==> config.mk <==
export PLATFORM = sky130hd
export DESIGN_NAME = synchronous_fifo_flags_flat
export DESIGN_NICKNAME = d
export VERILOG_FILES = /design/src/rtl/synchronous_fifo_flags_pkg.sv /design/src/rtl/synchronous_fifo_flags_if.sv /design/src/rtl/synchronous_fifo_flags_mem.sv /design/src/rtl/synchronous_fifo_flags.sv /design/src/flat_wrapper.sv
export SDC_FILE = /design/constraint.sdc
export NUM_CORES = 1
export LEC_CHECK = 0
export BUFFER_PORTS_ARGS = -buffer_cell sky130_fd_sc_hd__buf_4
export CORE_MARGIN = 5
export CORE_UTILIZATION = 35
export CTS_CLUSTER_DIAMETER = 100
export DETAILED_ROUTE_END_ITERATION = 6
export SETUP_SLACK_MARGIN = 0.02
export SYNTH_ARGS = -nofsm -noshare
export SYNTH_HDL_FRONTEND = slang
export SYNTH_SLANG_ARGS = --single-unit
==> constraint.sdc <==
create_clock -name clk -period 3.8 [get_ports clk]
set_input_delay 0.19 -clock clk [delete_from_list [all_inputs] [get_ports clk]]
set_output_delay 0.19 -clock clk [all_outputs]
set_load 0.01 [all_outputs]
==> src/rtl/synchronous_fifo_flags_pkg.sv <==
// Shared types and width helpers for the flagged synchronous FIFO.
// Optional error flags are compiled in with SYNC_FIFO_ERR_EN.
package synchronous_fifo_pkg;

    // Pointer and count width: one extra bit so a full FIFO is distinguishable from empty.
    function automatic int cnt_width(input int depth);
        return $clog2(depth) + 1;
    endfunction

    typedef struct packed {
        logic full;
        logic empty;
        logic almost_full;
        logic almost_empty;
    } fifo_status_t;

    typedef struct packed {
        logic overflow;
        logic underflow;
    } fifo_err_t;

endpackage

==> src/rtl/synchronous_fifo_flags_if.sv <==
// Producer/consumer bus of the flagged synchronous FIFO.
// err_clr/overflow/underflow exist only when SYNC_FIFO_ERR_EN is defined.
interface synchronous_fifo_flags_if #(
    parameter int DEPTH      = 16,
    parameter int DATA_WIDTH = 32
);
    import synchronous_fifo_pkg::*;

    localparam int CNT_W = cnt_width(DEPTH);

    logic                  w_en;
    logic                  r_en;
    logic [DATA_WIDTH-1:0] data_in;
    logic [DATA_WIDTH-1:0] data_out;
    logic                  full;
    logic                  empty;
    logic                  almost_full;
    logic                  almost_empty;
    logic [CNT_W-1:0]      count;
`ifdef SYNC_FIFO_ERR_EN
    logic                  err_clr;
    logic                  overflow;
    logic                  underflow;

    modport master (
        output w_en, r_en, data_in, err_clr,
        input  data_out, full, empty, almost_full, almost_empty, count, overflow, underflow
    );
    modport slave (
        input  w_en, r_en, data_in, err_clr,
        output data_out, full, empty, almost_full, almost_empty, count, overflow, underflow
    );
`else
    modport master (
        output w_en, r_en, data_in,
        input  data_out, full, empty, almost_full, almost_empty, count
    );
    modport slave (
        input  w_en, r_en, data_in,
        output data_out, full, empty, almost_full, almost_empty, count
    );
`endif

endinterface

==> src/rtl/synchronous_fifo_flags_mem.sv <==
// Storage array for the flagged FIFO: one write port, one registered read port.
// The read register resets to zero; the array itself is never reset.
module synchronous_fifo_mem #(
    parameter int DEPTH      = 16,
    parameter int DATA_WIDTH = 32,
    parameter int ADDR_W     = $clog2(DEPTH)
) (
    input  logic                  clk,
    input  logic                  rst,
    input  logic                  we,
    input  logic [ADDR_W-1:0]     waddr,
    input  logic [DATA_WIDTH-1:0] wdata,
    input  logic                  re,
    input  logic [ADDR_W-1:0]     raddr,
    output logic [DATA_WIDTH-1:0] rdata
);

    logic [DATA_WIDTH-1:0] mem [DEPTH];

    always_ff @(posedge clk) begin
        if (we) begin
            mem[waddr] <= wdata;
        end
    end

    // Non-blocking read: a same-address write in the same cycle is not forwarded.
    always_ff @(posedge clk or posedge rst) begin
        if (rst) begin
            rdata <= '0;
        end else if (re) begin
            rdata <= mem[raddr];
        end
    end

endmodule

==> src/rtl/synchronous_fifo_flags.sv <==
// Single-clock FIFO with occupancy count, almost-full/empty thresholds and
// accepted write-while-full when paired with a read. SYNC_FIFO_ERR_EN adds sticky error flags.
module synchronous_fifo_flags
    import synchronous_fifo_pkg::*;
#(
    parameter int DEPTH      = 16,
    parameter int DATA_WIDTH = 32,
    parameter int AF_LEVEL   = DEPTH - 2,
    parameter int AE_LEVEL   = 2
) (
    input logic                    clk,
    input logic                    rst,
    synchronous_fifo_flags_if.slave bus
);

    localparam int PTR_W  = cnt_width(DEPTH);
    localparam int CNT_W  = cnt_width(DEPTH);
    localparam int ADDR_W = PTR_W - 1;
    localparam logic [CNT_W-1:0] AF_C = CNT_W'(AF_LEVEL);
    localparam logic [CNT_W-1:0] AE_C = CNT_W'(AE_LEVEL);

    logic [PTR_W-1:0] w_ptr;
    logic [PTR_W-1:0] r_ptr;
    logic [CNT_W-1:0] count_q;
    fifo_status_t     status;
    logic             rd_ok;
    logic             wr_ok;

    // Flags come only from registered pointers and count, never from w_en/r_en.
    assign status.empty        = (w_ptr == r_ptr);
    assign status.full         = (w_ptr == {~r_ptr[PTR_W-1], r_ptr[ADDR_W-1:0]});
    assign status.almost_full  = (count_q >= AF_C);
    assign status.almost_empty = (count_q <= AE_C);

    assign rd_ok = bus.r_en && !status.empty;
    assign wr_ok = bus.w_en && (!status.full || rd_ok);

    always_ff @(posedge clk or posedge rst) begin
        if (rst) begin
            w_ptr   <= '0;
            r_ptr   <= '0;
            count_q <= '0;
        end else begin
            if (wr_ok) begin
                w_ptr <= w_ptr + PTR_W'(1);
            end
            if (rd_ok) begin
                r_ptr <= r_ptr + PTR_W'(1);
            end
            if (wr_ok && !rd_ok) begin
                count_q <= count_q + CNT_W'(1);
            end else if (rd_ok && !wr_ok) begin
                count_q <= count_q - CNT_W'(1);
            end
        end
    end

    synchronous_fifo_mem #(
        .DEPTH      (DEPTH),
        .DATA_WIDTH (DATA_WIDTH),
        .ADDR_W     (ADDR_W)
    ) u_mem (
        .clk   (clk),
        .rst   (rst),
        .we    (wr_ok),
        .waddr (w_ptr[ADDR_W-1:0]),
        .wdata (bus.data_in),
        .re    (rd_ok),
        .raddr (r_ptr[ADDR_W-1:0]),
        .rdata (bus.data_out)
    );

    assign bus.full         = status.full;
    assign bus.empty        = status.empty;
    assign bus.almost_full  = status.almost_full;
    assign bus.almost_empty = status.almost_empty;
    assign bus.count        = count_q;

`ifdef SYNC_FIFO_ERR_EN
    fifo_err_t err_q;

    // A rejection in the same cycle as err_clr keeps the flag set.
    always_ff @(posedge clk or posedge rst) begin
        if (rst) begin
            err_q <= '0;
        end else begin
            if (bus.w_en && !wr_ok) begin
                err_q.overflow <= 1'b1;
            end else if (bus.err_clr) begin
                err_q.overflow <= 1'b0;
            end
            if (bus.r_en && !rd_ok) begin
                err_q.underflow <= 1'b1;
            end else if (bus.err_clr) begin
                err_q.underflow <= 1'b0;
            end
        end
    end

    assign bus.overflow  = err_q.overflow;
    assign bus.underflow = err_q.underflow;
`endif

endmodule

==> src/flat_wrapper.sv <==
// flat-port wrapper written by rule: the top's interface ports become plain ports
module synchronous_fifo_flags_flat import synchronous_fifo_pkg::*;
#(
    parameter int DEPTH      = 16,
    parameter int DATA_WIDTH = 32,
    parameter int AF_LEVEL   = DEPTH - 2,
    parameter int AE_LEVEL   = 2
)
  (clk, rst, bus_w_en, bus_r_en, bus_data_in, bus_data_out, bus_full, bus_empty, bus_almost_full, bus_almost_empty, bus_count);
  synchronous_fifo_flags_if #(.DEPTH(DEPTH), .DATA_WIDTH(DATA_WIDTH)) bus_i ();
  input logic clk;
  input logic rst;
  input wire logic [$bits(bus_i.w_en)-1:0] bus_w_en;
  input wire logic [$bits(bus_i.r_en)-1:0] bus_r_en;
  input wire logic [$bits(bus_i.data_in)-1:0] bus_data_in;
  output wire logic [$bits(bus_i.data_out)-1:0] bus_data_out;
  output wire logic [$bits(bus_i.full)-1:0] bus_full;
  output wire logic [$bits(bus_i.empty)-1:0] bus_empty;
  output wire logic [$bits(bus_i.almost_full)-1:0] bus_almost_full;
  output wire logic [$bits(bus_i.almost_empty)-1:0] bus_almost_empty;
  output wire logic [$bits(bus_i.count)-1:0] bus_count;
  assign bus_i.w_en = bus_w_en;
  assign bus_i.r_en = bus_r_en;
  assign bus_i.data_in = bus_data_in;
  assign bus_data_out = bus_i.data_out;
  assign bus_full = bus_i.full;
  assign bus_empty = bus_i.empty;
  assign bus_almost_full = bus_i.almost_full;
  assign bus_almost_empty = bus_i.almost_empty;
  assign bus_count = bus_i.count;
  synchronous_fifo_flags #(.DEPTH(DEPTH), .DATA_WIDTH(DATA_WIDTH), .AF_LEVEL(AF_LEVEL), .AE_LEVEL(AE_LEVEL)) u_core (.clk(clk), .rst(rst), .bus(bus_i));
endmodule
=== Word-level counts from Yosys, hierarchy flattened ===
Memories as Yosys holds them, arrays and structs flattened. A register that Yosys moved wholly into a read port is not among the register bits.
Index checks and enable logic that the tools add are counted.

* RAM bits: 512
* Bits in registers: 15
* Latch bits: 0
* Memories kept: 1
* ROM bits: 0
* Input port bits: 36
* Word-level logic and storage cells: 27

* $add $sub $neg: 4
* Magnitude comparators: 2
* Reductions and logical operators: 10
* Div/mod/pow operators: 0
* Shift operators: 0
* Muxes and demuxes: 4
* Bitwise operators: 1
* Equality and inequality tests: 2
* Multipliers: 0

{| class="wikitable"
|+ Memories
! memory !! depth !! width !! read ports !! clocked after memory_dff !! wr ports !! line !! RTL
|-
| u_core.u_mem.mem || 16 || 32 || 1 || 1 || 1 || synchronous_fifo_flags_mem.sv:18 || <nowiki>logic [DATA_WIDTH-1:0] mem [DEPTH];</nowiki>
|}

{| class="wikitable"
|+ Operators with widths
! cell !! number
|-
| $add A5 B1 Y5 const B || 3
|-
| $eq A5 B5 Y1 || 2
|-
| $mux W5 || 2
|-
| $ge A5 B4 Y1 const B || 1
|-
| $le A5 B2 Y1 const B || 1
|-
| $sub A5 B1 Y5 const B || 1
|-
| $logic_and A1 B1 Y1 || 4
|-
| $logic_not A1 Y1 || 4
|-
| $mux W1 || 2
|-
| $reduce_bool A2 Y1 || 1
|-
| $logic_or A1 B1 Y1 || 1
|-
| $not A1 Y1 || 1
|}

=== Depth between registers and ports, before layout ===
Gate-level depths: netlist of run 1.

* Depth in word-level cells: 9
* Depth in mapped cells: 15

=== By module ===
From an unflattened synthesis of run 1, not the netlist that was laid out.

* Cell total of the unflattened synthesis: 950
* Area, all modules: 21,579.4 um^2

{| class="wikitable"
|+ Modules (own cells, without submodules)
! module !! area an instance (um^2) !! instances !! cells each
|-
| synchronous_fifo_mem || 20,724.9 || 1 || 877
|-
| synchronous_fifo_flags || 854.6 || 1 || 73
|}

=== Worst setup path before layout of run 1 ===
OpenSTA, ideal clock, no wires.

* Path kind: register -> register
* Start point: register u_core.w_ptr[2]
* End point: memory u_core.u_mem.mem[3][0], enable pin
* Library setup time: 461 ps
* Path slack: -229 ps
* Arrival: 3,568 ps
* Stages on the path, launching flop included: 8
* Buffers on the path: 2
* Cells stage by stage: dfrtp_1 -> clkbuf_1 -> xor2_1 -> nor4_2 -> a31oi_1 -> clkbuf_1 -> nand2_1 -> nor3_1

* Cells in the longest elaborated chain, start to end: 7

{| class="wikitable"
|+ Ends and longest elaborated chain
! element !! line !! RTL
|-
| start: declaration || synchronous_fifo_flags.sv:22 || <nowiki>logic [PTR_W-1:0] w_ptr;</nowiki>
|-
| start signal: assignment || synchronous_fifo_flags.sv:45 || <nowiki>w_ptr <= w_ptr + PTR_W'(1);</nowiki>
|-
| $eq A5 B5 Y1 || synchronous_fifo_flags.sv:30 || <nowiki>assign status.empty = (w_ptr == r_ptr);</nowiki>
|-
| $logic_not A1 Y1 || synchronous_fifo_flags.sv:35 || <nowiki>assign rd_ok = bus.r_en && !status.empty;</nowiki>
|-
| $logic_and A1 B1 Y1 || synchronous_fifo_flags.sv:35 ||
|-
| $logic_or A1 B1 Y1 || synchronous_fifo_flags.sv:36 || <nowiki>assign wr_ok = bus.w_en && (!status.full || rd_ok);</nowiki>
|-
| $logic_and A1 B1 Y1 || synchronous_fifo_flags.sv:36 ||
|-
| $mux W1 || synchronous_fifo_flags_mem.sv:21 || <nowiki>if (we) begin</nowiki>
|-
| $mux W1 (not written as such) || synchronous_fifo_flags_mem.sv:22 || <nowiki>mem[waddr] <= wdata;</nowiki>
|-
| end: declaration || synchronous_fifo_flags_mem.sv:18 ||
|}

Several ways; a longest one is shown, not always the timed one.

=== Worst setup path in the final report of run 1 ===
* Start point: register u_core.w_ptr[3]
* End point: register u_core.count_q[4] (netlist: u_core.bus.count[4])

* Cells in the longest elaborated chain, start to end: 8

{| class="wikitable"
|+ Ends and longest elaborated chain
! element !! line !! RTL
|-
| $eq A5 B5 Y1 || synchronous_fifo_flags.sv:30 ||
|-
| $logic_not A1 Y1 || synchronous_fifo_flags.sv:35 ||
|-
| $logic_and A1 B1 Y1 || synchronous_fifo_flags.sv:35 ||
|-
| $logic_or A1 B1 Y1 || synchronous_fifo_flags.sv:36 ||
|-
| $logic_and A1 B1 Y1 || synchronous_fifo_flags.sv:36 ||
|-
| $logic_not A1 Y1 || synchronous_fifo_flags.sv:52 || <nowiki>end else if (rd_ok && !wr_ok) begin</nowiki>
|-
| $logic_and A1 B1 Y1 || synchronous_fifo_flags.sv:52 ||
|-
| $reduce_bool A2 Y1 (no source line) || - ||
|-
| end signal: assignment || synchronous_fifo_flags.sv:51 || <nowiki>count_q <= count_q + CNT_W'(1);</nowiki>
|-
| end signal: assignment || synchronous_fifo_flags.sv:53 || <nowiki>count_q <= count_q - CNT_W'(1);</nowiki>
|-
| end: declaration || synchronous_fifo_flags.sv:24 || <nowiki>logic [CNT_W-1:0] count_q;</nowiki>
|}

Several ways; a longest one is shown, not always the timed one.
A chain may end at the register's enable or synchronous reset.

==> results of run 1 <==
## cell usage after synthesis (all sizes together) (5+ instances only)
library cell    n  area share
and3           15      0.0043
a21oi          67       0.016
nor2b          66       0.019
buf            36       0.011
nor2           35      0.0060
ha              9      0.0052
edfxtp        512        0.71
inv             8      0.0014
mux4           96        0.10
mux2i          32       0.015
nand2           5     0.00086
mux2           34       0.018
dfrtp          47       0.054
clkbuf         29      0.0050
xor2            8      0.0032
a211oi         32       0.011
a2111oi        33       0.013
xnor2          10      0.0040
## per-layer routing
| layer | up-vias | wire length [um] |
|---|---|---|
| met5 | - | 0 |
| met2 | 292 | 24000 |
| met3 | 60 | 2550 |
| li1 | 4696 | - |
| met4 | 0 | 799 |
| met1 | 5624 | 21300 |
## through the flow
step / total power, W / hold slack (ns) / setup slack [ns] / instance area [sq um]
2_1_floorplan: 0.0118 / 0.289 / 0.728 / 21700
3_5_place_dp: 0.0136 / 0.440 / 0.834 / 23300
6_report: 0.0189 / 0.210 / 0.873 / 25400
5_1_grt: 0.0199 / 0.200 / 0.581 / 25400
4_1_cts: 0.0192 / 0.162 / 0.842 / 25400
3_3_place_gp: 0.0135 / 0.425 / 0.853 / 23300
## where the power goes
group          internal, W  switching, W  total, W
Sequential         0.00756      0.000390   0.00795
Combinational      0.00242       0.00305   0.00547
Clock              0.00321       0.00230   0.00551
Total               0.0132       0.00574    0.0189
## worst max-delay path, cell delays in order, from the launching register on
cell     delay [ns]
dfrtp_1        0.51
xor2_1         0.21
nor4_2         0.06
buf_4          0.15
a31oi_1        0.15
buf_4          0.24
ha_1           0.25
inv_1          0.12
fa_1           0.41
a21o_1         0.19
a21oi_1        0.16
xnor2_1        0.13
nor2_1         0.07
xor2_1         0.14
## final timing paths
check,startpoint,endpoint,slack (ns),cells after the start
setup reg to reg,u_core.w_ptr[3],u_core.bus.count[4],0.87,13
hold / removal,bus_w_en,u_core.w_ptr[0],0.21,5
min in group asynchronous,rst,u_core.u_mem.rdata[17],0.32,3
max in group asynchronous,rst,u_core.r_ptr[2],2.57,4
setup / recovery,u_core.w_ptr[3],u_core.bus.count[4],0.87,13
hold reg to reg,u_core.w_ptr[4],u_core.w_ptr[4],0.49,1
## sequential cells by signal, indices dropped and copies added (netlist names)
signal	count
u_core.u_mem.mem	512
u_core.w_ptr	5
u_core.u_mem.rdata	32
u_core.r_ptr	5
u_core.bus.count	5
## final cells by class
class                      instances  area, sq um  area share
clock buffer                      80         1600      0.0629
clock inverter                    25          258      0.0101
inverter                           8         30.0     0.00118
multi-input combinational        459         4830       0.190
sequential                       559        16600       0.651
tap                              837         1050      0.0412
timing repair buffer             132         1110      0.0437
## cell families (layout without fill, tap and decap cells)
group,after synthesis,after routing,synth area share
and+or+nand+nor,130,130,0.0331
adders and majority gates,10,10,0.00611
xor gates and xnor gates,18,18,0.00726
AOI/OAI and AO/OA,139,139,0.0421
DFF,559,559,0.762
buffers and inverters,73,245,0.0176
muxes,162,162,0.132
## what timing repair did
item | in CTS | in global routing
buffers inserted | 0 | 0
endpoints found under the hold margin | 543 | 0
hold buffers | 33 | 0
==> flow_summary.toml, run 1 <==
[finish]
finish.utilization = 0.413
num-fill-cells = 5408
diodes = 0
mostFrequentLayoutCell = "edfxtp_1"
layout_common_cells = "512 x edfxtp_1, 96 x mux4_2, 96 x buf_4, 66 x nor2b_1, 66 x a21oi_1"
final_layout_size_suffix_gt1_frac = 0.268
syn_to_final_growth_pct = 17.1
finalNonFillerCells = 2100
nNetsFinal = 1262

[timing]
grt_setup_unrepaired = "false"
max_slew.worst_pin.slew_ns = 1.14
finalMaxSlewViolations = 0
clock_skew_ns = 0.0129
hold_violations = 0
final-setup-viol-count = 0
fin_crit_ns = 2.93
slew_headroom = 0.242
tns_ns = 0
max_freq_mhz = 342
timing.final.crit_share = 0.770

[global_route]
grt.total_usage = 0.145
grt_pass1_wl_mm = 73.3
grtUsageMet1 = 0.200
grt_use_met3 = 0.0237
grt_pass1_vias = 11359
met2_usage = 0.242
grt_max_degree = 133
top_usage_layer = "met2"
antenna_found_initial = 0
overflow = 0

[synth]
syn_area_sq_um = 21700
yosysSeqAreaShare = 0.762
synth.distinct_cells = 32
synth_seq_cells = 559
netlist_instances = 1091
synth_area_per_cell_sq_um = 19.9
async_reset_ff_frac = 0.0841
synth_edf_count = 512
synth_nets = 1137
synthFlopType = "edfxtp_1"
yosys_warnings = 0

[power]
power.leakage_nw = 8.28
powerDensity_nw_per_um2 = 744
peakVddDrop_mv = 0.583

[min_path]
hold_class = "in -> reg"

[detailed_routing]
ant_nets = 0
avgRoutedWirePerCell_um = 23.2
drt_pass1_iterations = 5
drt_iter0_drc = 907
routed_wl_mm = 48.6
drc_errors = 0
dr_total_vias = 10672
vias_per_cell = 5.08

[clock_network]
clock-sinks = 559
cts_root_buf = "clkbuf_16"
cts.clk_slew.worst_paths_ns = 0.06
cts_tree = "done"
cts_buffer_depth = 3
htreeDepth = 2
ctsResizeCount = 0
clk_latency_ns = 0.61
cts_buffers = 56

[place]
dp.cells = 1962
place_hpwl_mm = 26.2
place.gp.congestion = 0.747
io_buffers = 76

[flow_run]
drv_cap = 0

[floorplan]
fp.dieW_um = 259
num_rows = 91
die-area_sq_um = 67100
core_sq_um = 61600
dieHeight_um = 259
start_util = 0.353
num_io_pins = 77

[setup_path]
cp-end-kind = "flip-flop"
worst_ep_arrival_time_ns = 3.42
required_ns = 4.29
crit_fanout = 21
critical_path_class = "reg -> reg"
start_kind = "flip-flop"

[outcome]
status = "finished, final reports clean"
No activity file was read; power rests on OpenSTA's default activity.
==> run 2: changes to the inputs <==
- clock period: 3.8 -> 2.61 ns (I/O delays scaled with it)
==> run 2 against run 1 <==
  * Clock power up 51%
  * Critical path depth unchanged
  * Cell count up 2.8%
  * Maximum frequency up 14%
  * Largest power group unchanged
  * Highest routed layer unchanged
==> flow_summary.toml, run 2 (synthesis gave the netlist of run 1 again) <==
[setup_path]
cp-end-kind = "flip-flop"
worst_ep_arrival_time_ns = 3.03
start_kind = "flip-flop"
crit_fanout = 4
required_ns = 3.08
critical_path_class = "reg -> reg"
reg2reg_depth = 13

[floorplan]
start_util = 0.353
dieHeight_um = 259
num_io_pins = 77
core_sq_um = 61600
die-area_sq_um = 67100
fp.dieW_um = 259
num_rows = 91

[timing]
timing.final.crit_share = 0.981
slew_headroom = 0.347
max_slew.worst_pin.slew_ns = 0.979
clock_skew_ns = 0.0179
hold_violations = 0
post-route-worst-setup-slack_ns = 0.0489
finalMaxSlewViolations = 0
max_freq_mhz = 390
fin_crit_ns = 2.56
final-setup-viol-count = 0
grt_setup_unrepaired = "true"

[finish]
final_cell_area_sq_um = 26300
finalNonFillerCells = 2159
syn_to_final_growth_pct = 21.3
diodes = 0
layout_common_cells = "512 x edfxtp_1, 126 x buf_4, 96 x mux4_2, 66 x nor2b_1, 64 x a21oi_1"
largest_reg_flops = 512
multi_input_area_sq_um = 4860
largestRegisters = "u_core.u_mem.mem (512), u_core.u_mem.rdata (32)"
num-fill-cells = 5343
finish.utilization = 0.428
nNetsFinal = 1321
ff_latch_area_sq_um = 16600
mostFrequentLayoutCell = "edfxtp_1"
top_register = "u_core.u_mem.mem"
final_layout_size_suffix_gt1_frac = 0.306

[power]
switching_power_w = 0.00839
peakVddDrop_mv = 0.586
internal_power_w = 0.0203
fin_total_pwr_w = 0.0287
combPwrFrac = 0.313
power.leakage_nw = 8.69
powerDensity_nw_per_um2 = 1090
switching_share = 0.293
seqPwrFrac = 0.398
clockPowerShare = 0.290

[clock_network]
clk_latency_ns = 0.60
cts_tree = "done"
cts_buffers = 56
cts_buffer_depth = 3
cts.clk_slew.worst_paths_ns = 0.06
htreeDepth = 2
cts_root_buf = "clkbuf_16"
clock-sinks = 559

[detailed_routing]
routed_wl_mm = 47.4
ant_nets = 0
drc_errors = 0
avgRoutedWirePerCell_um = 22.0
drt_iter0_drc = 761
vias_per_cell = 4.97
drt_pass1_iterations = 4
dr_total_vias = 10722

[global_route]
grt.total_usage = 0.141
antenna_found_initial = 0
grt_max_degree = 92
grt_pass1_vias = 11395
overflow = 0
grt_pass1_wl_mm = 72.3

[place]
place.gp.congestion = 0.732
dp.cells = 2018
place_hpwl_mm = 26.7
io_buffers = 76
dpl_cell_area_sq_um = 24100
place_ws_ns = -0.0268

[min_path]
hold_class = "in -> reg"
whs_path_depth = 6

[outcome]
status = "finished, final reports clean"

[flow_run]
drv_cap = 0
==> run 2: routing by layer <==
layer	part of all wire	up-vias	global-route usage
met1	0.45	5631	0.193
met2	0.49	220	0.236
met3	0.043	61	0.0262
met5	0	-	0
met4	0.016	0	0.0305
li1	-	4810	-
==> run 2: power groups by stage <==
| stage | sequential, W | clock [W] | combinational, W |
|---|---|---|---|
| 2_1_floorplan | 0.0116 | 0 | 0.00558 |
| 3_3_place_gp | 0.0115 | 0 | 0.00899 |
| 3_5_place_dp | 0.0116 | 0 | 0.00907 |
| 4_1_cts | 0.0114 | 0.00853 | 0.00917 |
| 5_1_grt | 0.0115 | 0.00890 | 0.00975 |
| 6_report | 0.0114 | 0.00831 | 0.00896 |
==> run 2: cell type report <==
| cell class | instances | area share |
|---|---|---|
| clock buffer | 65 | 0.0553 |
| clock inverter | 40 | 0.0177 |
| inverter | 8 | 0.00124 |
| multi-input combinational | 459 | 0.185 |
| sequential | 559 | 0.629 |
| tap | 837 | 0.0398 |
| timing repair buffer | 191 | 0.0728 |
==> run 2: stage by stage <==
stage	TNS [ns]	hold slack [ns]
4_1_cts	-0.000963	0.146
3_5_place_dp	-0.0268	0.374
3_3_place_gp	0	0.368
2_1_floorplan	-0.188	0.229
5_1_grt	-0.0872	0.184
6_report	0	0.171
==> run 2: path summary, 6_finish.rpt <==
path / start / endpoint / slack (ns)
hold / removal: bus_r_en / u_core.bus.count[0] / 0.17
hold reg to reg: u_core.r_ptr[4] / u_core.r_ptr[4] / 0.50
setup reg to reg: u_core.r_ptr[2] / u_core.bus.count[4] / 0.05
min in group asynchronous: rst / u_core.u_mem.rdata[16] / 0.30
max in group asynchronous: rst / u_core.r_ptr[1] / 1.64
setup / recovery: u_core.r_ptr[2] / u_core.bus.count[4] / 0.05
==> run 2: critical path, stage by stage (launching register included) <==
cell	delay (ns)
dfrtp_4	0.48
xor2_1	0.15
nor4_2	0.36
buf_4	0.19
a21oi_4	0.05
inv_2	0.07
ha_4	0.14
inv_4	0.05
fa_2	0.34
a21o_1	0.17
a21oi_2	0.12
xnor2_1	0.12
nor2_1	0.07
xor2_1	0.13
==> run 2: timing repair <==
item | 4_1_cts | 5_1_grt
setup buffers | 3 | 0
hold buffers | 33 | 0
pin swaps | 3 | 1
setup endpoints to repair | 1 | 3
endpoints found under the hold margin | 542 | 0
gates resized for setup | 0 | 2
==> run 3: changes to the inputs <==
--- a/config.mk
+++ b/config.mk
@@ -8,2 +8,4 @@
 export BUFFER_PORTS_ARGS = -buffer_cell sky130_fd_sc_hd__buf_4
+export CELL_PAD_IN_SITES_DETAIL_PLACEMENT = 1
+export CELL_PAD_IN_SITES_GLOBAL_PLACEMENT = 1
 export CORE_MARGIN = 5
@@ -12,2 +14,3 @@
 export DETAILED_ROUTE_END_ITERATION = 6
+export PLACE_DENSITY_LB_ADDON = 0.1
 export SETUP_SLACK_MARGIN = 0.02
==> constraint.sdc (replaced) <==
create_clock -name clk -period 2.9 [get_ports clk]
set_input_delay 0.145 -clock clk [delete_from_list [all_inputs] [get_ports clk]]
set_output_delay 0.145 -clock clk [all_outputs]
set_load 0.05 [all_outputs]
==> run 3 against run 2 <==
  * Utilization fell by 0.31 points
  * Sequential cell count did not move
  * Worst setup slack improved by 0.11 ns
  * Power fell by 6.5%
  * Cell area fell by 0.72%
  * Maximum frequency fell by 6.6%
  * Largest cell class unchanged
  * Clock-buffer cell count rose by 27
  * Sequential share of layout area rose by 0.47 points
  * Routed wire length rose by 14%
==> flow_summary.toml, run 3 (synthesis gave the netlist of run 1 again) <==
[outcome]
status = "finished, final reports clean"

[timing]
slew_headroom = 0.364
tns_ns = 0
max_slew.worst_pin.slew_ns = 0.954
finalMaxSlewViolations = 0
fin_crit_ns = 2.74
timing.final.crit_share = 0.946
max_freq_mhz = 365
hold_violations = 0
grt_setup_unrepaired = "false"
clock_skew_ns = 0.0258
final-setup-viol-count = 0

[setup_path]
path_cells = "xor2_1, nor4_2, buf_4, a21oi_4, inv_1, ha_4, inv_2, fa_2, a21o_1, a21oi_2, xnor2_1, nor2_1, xor2_1"
crit_fanout = 4
cp-end-kind = "flip-flop"
slowest_delay_ns = 0.50
critical_path_class = "reg -> reg"
critPathBufInv = 3
worst_ep_arrival_time_ns = 3.22
critPathMostFrequentCell = "xor2_1"
path_delay_family = "adder cells"
start_kind = "flip-flop"
worst_path_max_delay_cell = "dfrtp_4"
required_ns = 3.38

[detailed_routing]
avgRoutedWirePerCell_um = 25.1
dr_total_vias = 10736
routed.top_layer = "met5"
met2WireLength_mm = 26.8
routed_wl_mm = 54.1
drt_pass1_iterations = 4
drt_iter0_drc = 626
drt-met1-wl_mm = 24.0
dr_wl_met3_mm = 2.21
ant_nets = 0
drc_errors = 0
vias_per_cell = 4.99

[place]
dp.cells = 2002
io_buffers = 76
place.gp.congestion = 0.689
place_hpwl_mm = 29.3

[finish]
layout_common_cells = "512 x edfxtp_1, 123 x buf_4, 96 x mux4_2, 66 x nor2b_1, 65 x a21oi_1"
multi_input_area_sq_um = 4860
nNetsFinal = 1307
largest_reg_flops = 512
num-fill-cells = 5804
ff_latch_area_sq_um = 16600
largestRegisters = "u_core.u_mem.mem (512), u_core.u_mem.rdata (32)"
finalNonFillerCells = 2151
syn_to_final_growth_pct = 20.4
final_layout_size_suffix_gt1_frac = 0.305
finish.utilization = 0.425
mostFrequentLayoutCell = "edfxtp_1"
top_register = "u_core.u_mem.mem"

[min_path]
hold_class = "in -> reg"

[floorplan]
dieHeight_um = 259
core_sq_um = 61600
num_rows = 91
fp.dieW_um = 259
num_io_pins = 77
start_util = 0.353
die-area_sq_um = 67100

[power]
switching_share = 0.323
peakVddDrop_mv = 0.535
clockPowerShare = 0.291
combPwrFrac = 0.324
powerDensity_nw_per_um2 = 1030
switching_power_w = 0.00866
power.leakage_nw = 8.65
internal_power_w = 0.0182
seqPwrFrac = 0.385
fin_total_pwr_w = 0.0268

[clock_network]
cts_buffer_depth = 3
clk_latency_ns = 0.62
cts_buffers = 60
htreeDepth = 2
cts_tree = "done"
clock-sinks = 559
cts_root_buf = "clkbuf_16"
cts.clk_slew.worst_paths_ns = 0.06

[global_route]
antenna_found_initial = 2
grt_pass1_wl_mm = 80.5
overflow = 0
grt_max_degree = 82
grt_pass1_vias = 11915
grt.total_usage = 0.162

[flow_run]
drv_cap = 0
[run 3: cell count changes in the layout (fill, tap and decap cells not counted), sizes merged]
cell and change:
inv -4, clkbuf +27, clkinvlp -3, clkinv -5, bufinv -6, buf -18
diode +1
[run 3: routing by layer]
| metal | GRT usage | vias to the layer above |
|---|---|---|
| met4 | 0.0347 | 2 |
| met1 | 0.218 | 5724 |
| met2 | 0.277 | 174 |
| met5 | 0 | - |
| li1 | - | 4772 |
| met3 | 0.0285 | 64 |
[run 3: tightest hold or removal path, delay by kind of cell]
family | cells | cell delay [ns]
compound gates | 1 | 0.07
xor+xnor | 1 | 0.14
buf+inv | 3 | 0.40
[run 3: what timing repair did]
action,in CTS,in global routing
setup endpoints to repair,0,1
endpoints found under the hold margin,559,0
setup buffers,0,1
resized for setup,0,2
hold buffers,33,0
[run 3: layout make-up]
type / instances / area share
Clock buffer: 92 / 0.0698
Tap cell: 837 / 0.0400
Sequential cell: 559 / 0.633
Clock inverter: 22 / 0.00866
Antenna cell: 1 / 0.0000957
Timing Repair Buffer: 173 / 0.0610
Inverter: 8 / 0.00115
Multi-Input combinational cell: 459 / 0.186
[run 3: final timing paths]
kind | start | to | slack [ns] | cells after the start
min in group asynchronous | rst | u_core.u_mem.rdata[11] | 0.35 | 4
worst max-delay path | u_core.r_ptr[2] | u_core.bus.count[4] | 0.16 | 13
worst min register to register | u_core.w_ptr[4] | u_core.w_ptr[4] | 0.50 | 1
worst min-delay path | bus_w_en | u_core.w_ptr[0] | 0.20 | 5
max in group asynchronous | rst | u_core.r_ptr[1] | 1.83 | 4
worst max register to register | u_core.r_ptr[2] | u_core.bus.count[4] | 0.16 | 13
[run 3: power groups by stage]
stage                     clock network (W)  registers (W)  logic, W
after floorplan                           0         0.0113   0.00508
after CTS                           0.00804         0.0103   0.00893
after global placement                    0         0.0105   0.00884
after detailed placement                  0         0.0105   0.00887
final                               0.00779         0.0103   0.00869
after global routing                0.00840         0.0104   0.00941
[run 3: stage by stage]
step / instance area, sq um / setup WS [ns] / hold slack (ns)
2_1_floorplan: 21800 / 0.0368 / 0.244
3_3_place_gp: 23700 / 0.0949 / 0.450
3_5_place_dp: 23700 / 0.149 / 0.458
4_1_cts: 26100 / 0.145 / 0.123
5_1_grt: 26100 / 0.0181 / 0.165
6_report: 26100 / 0.157 / 0.198
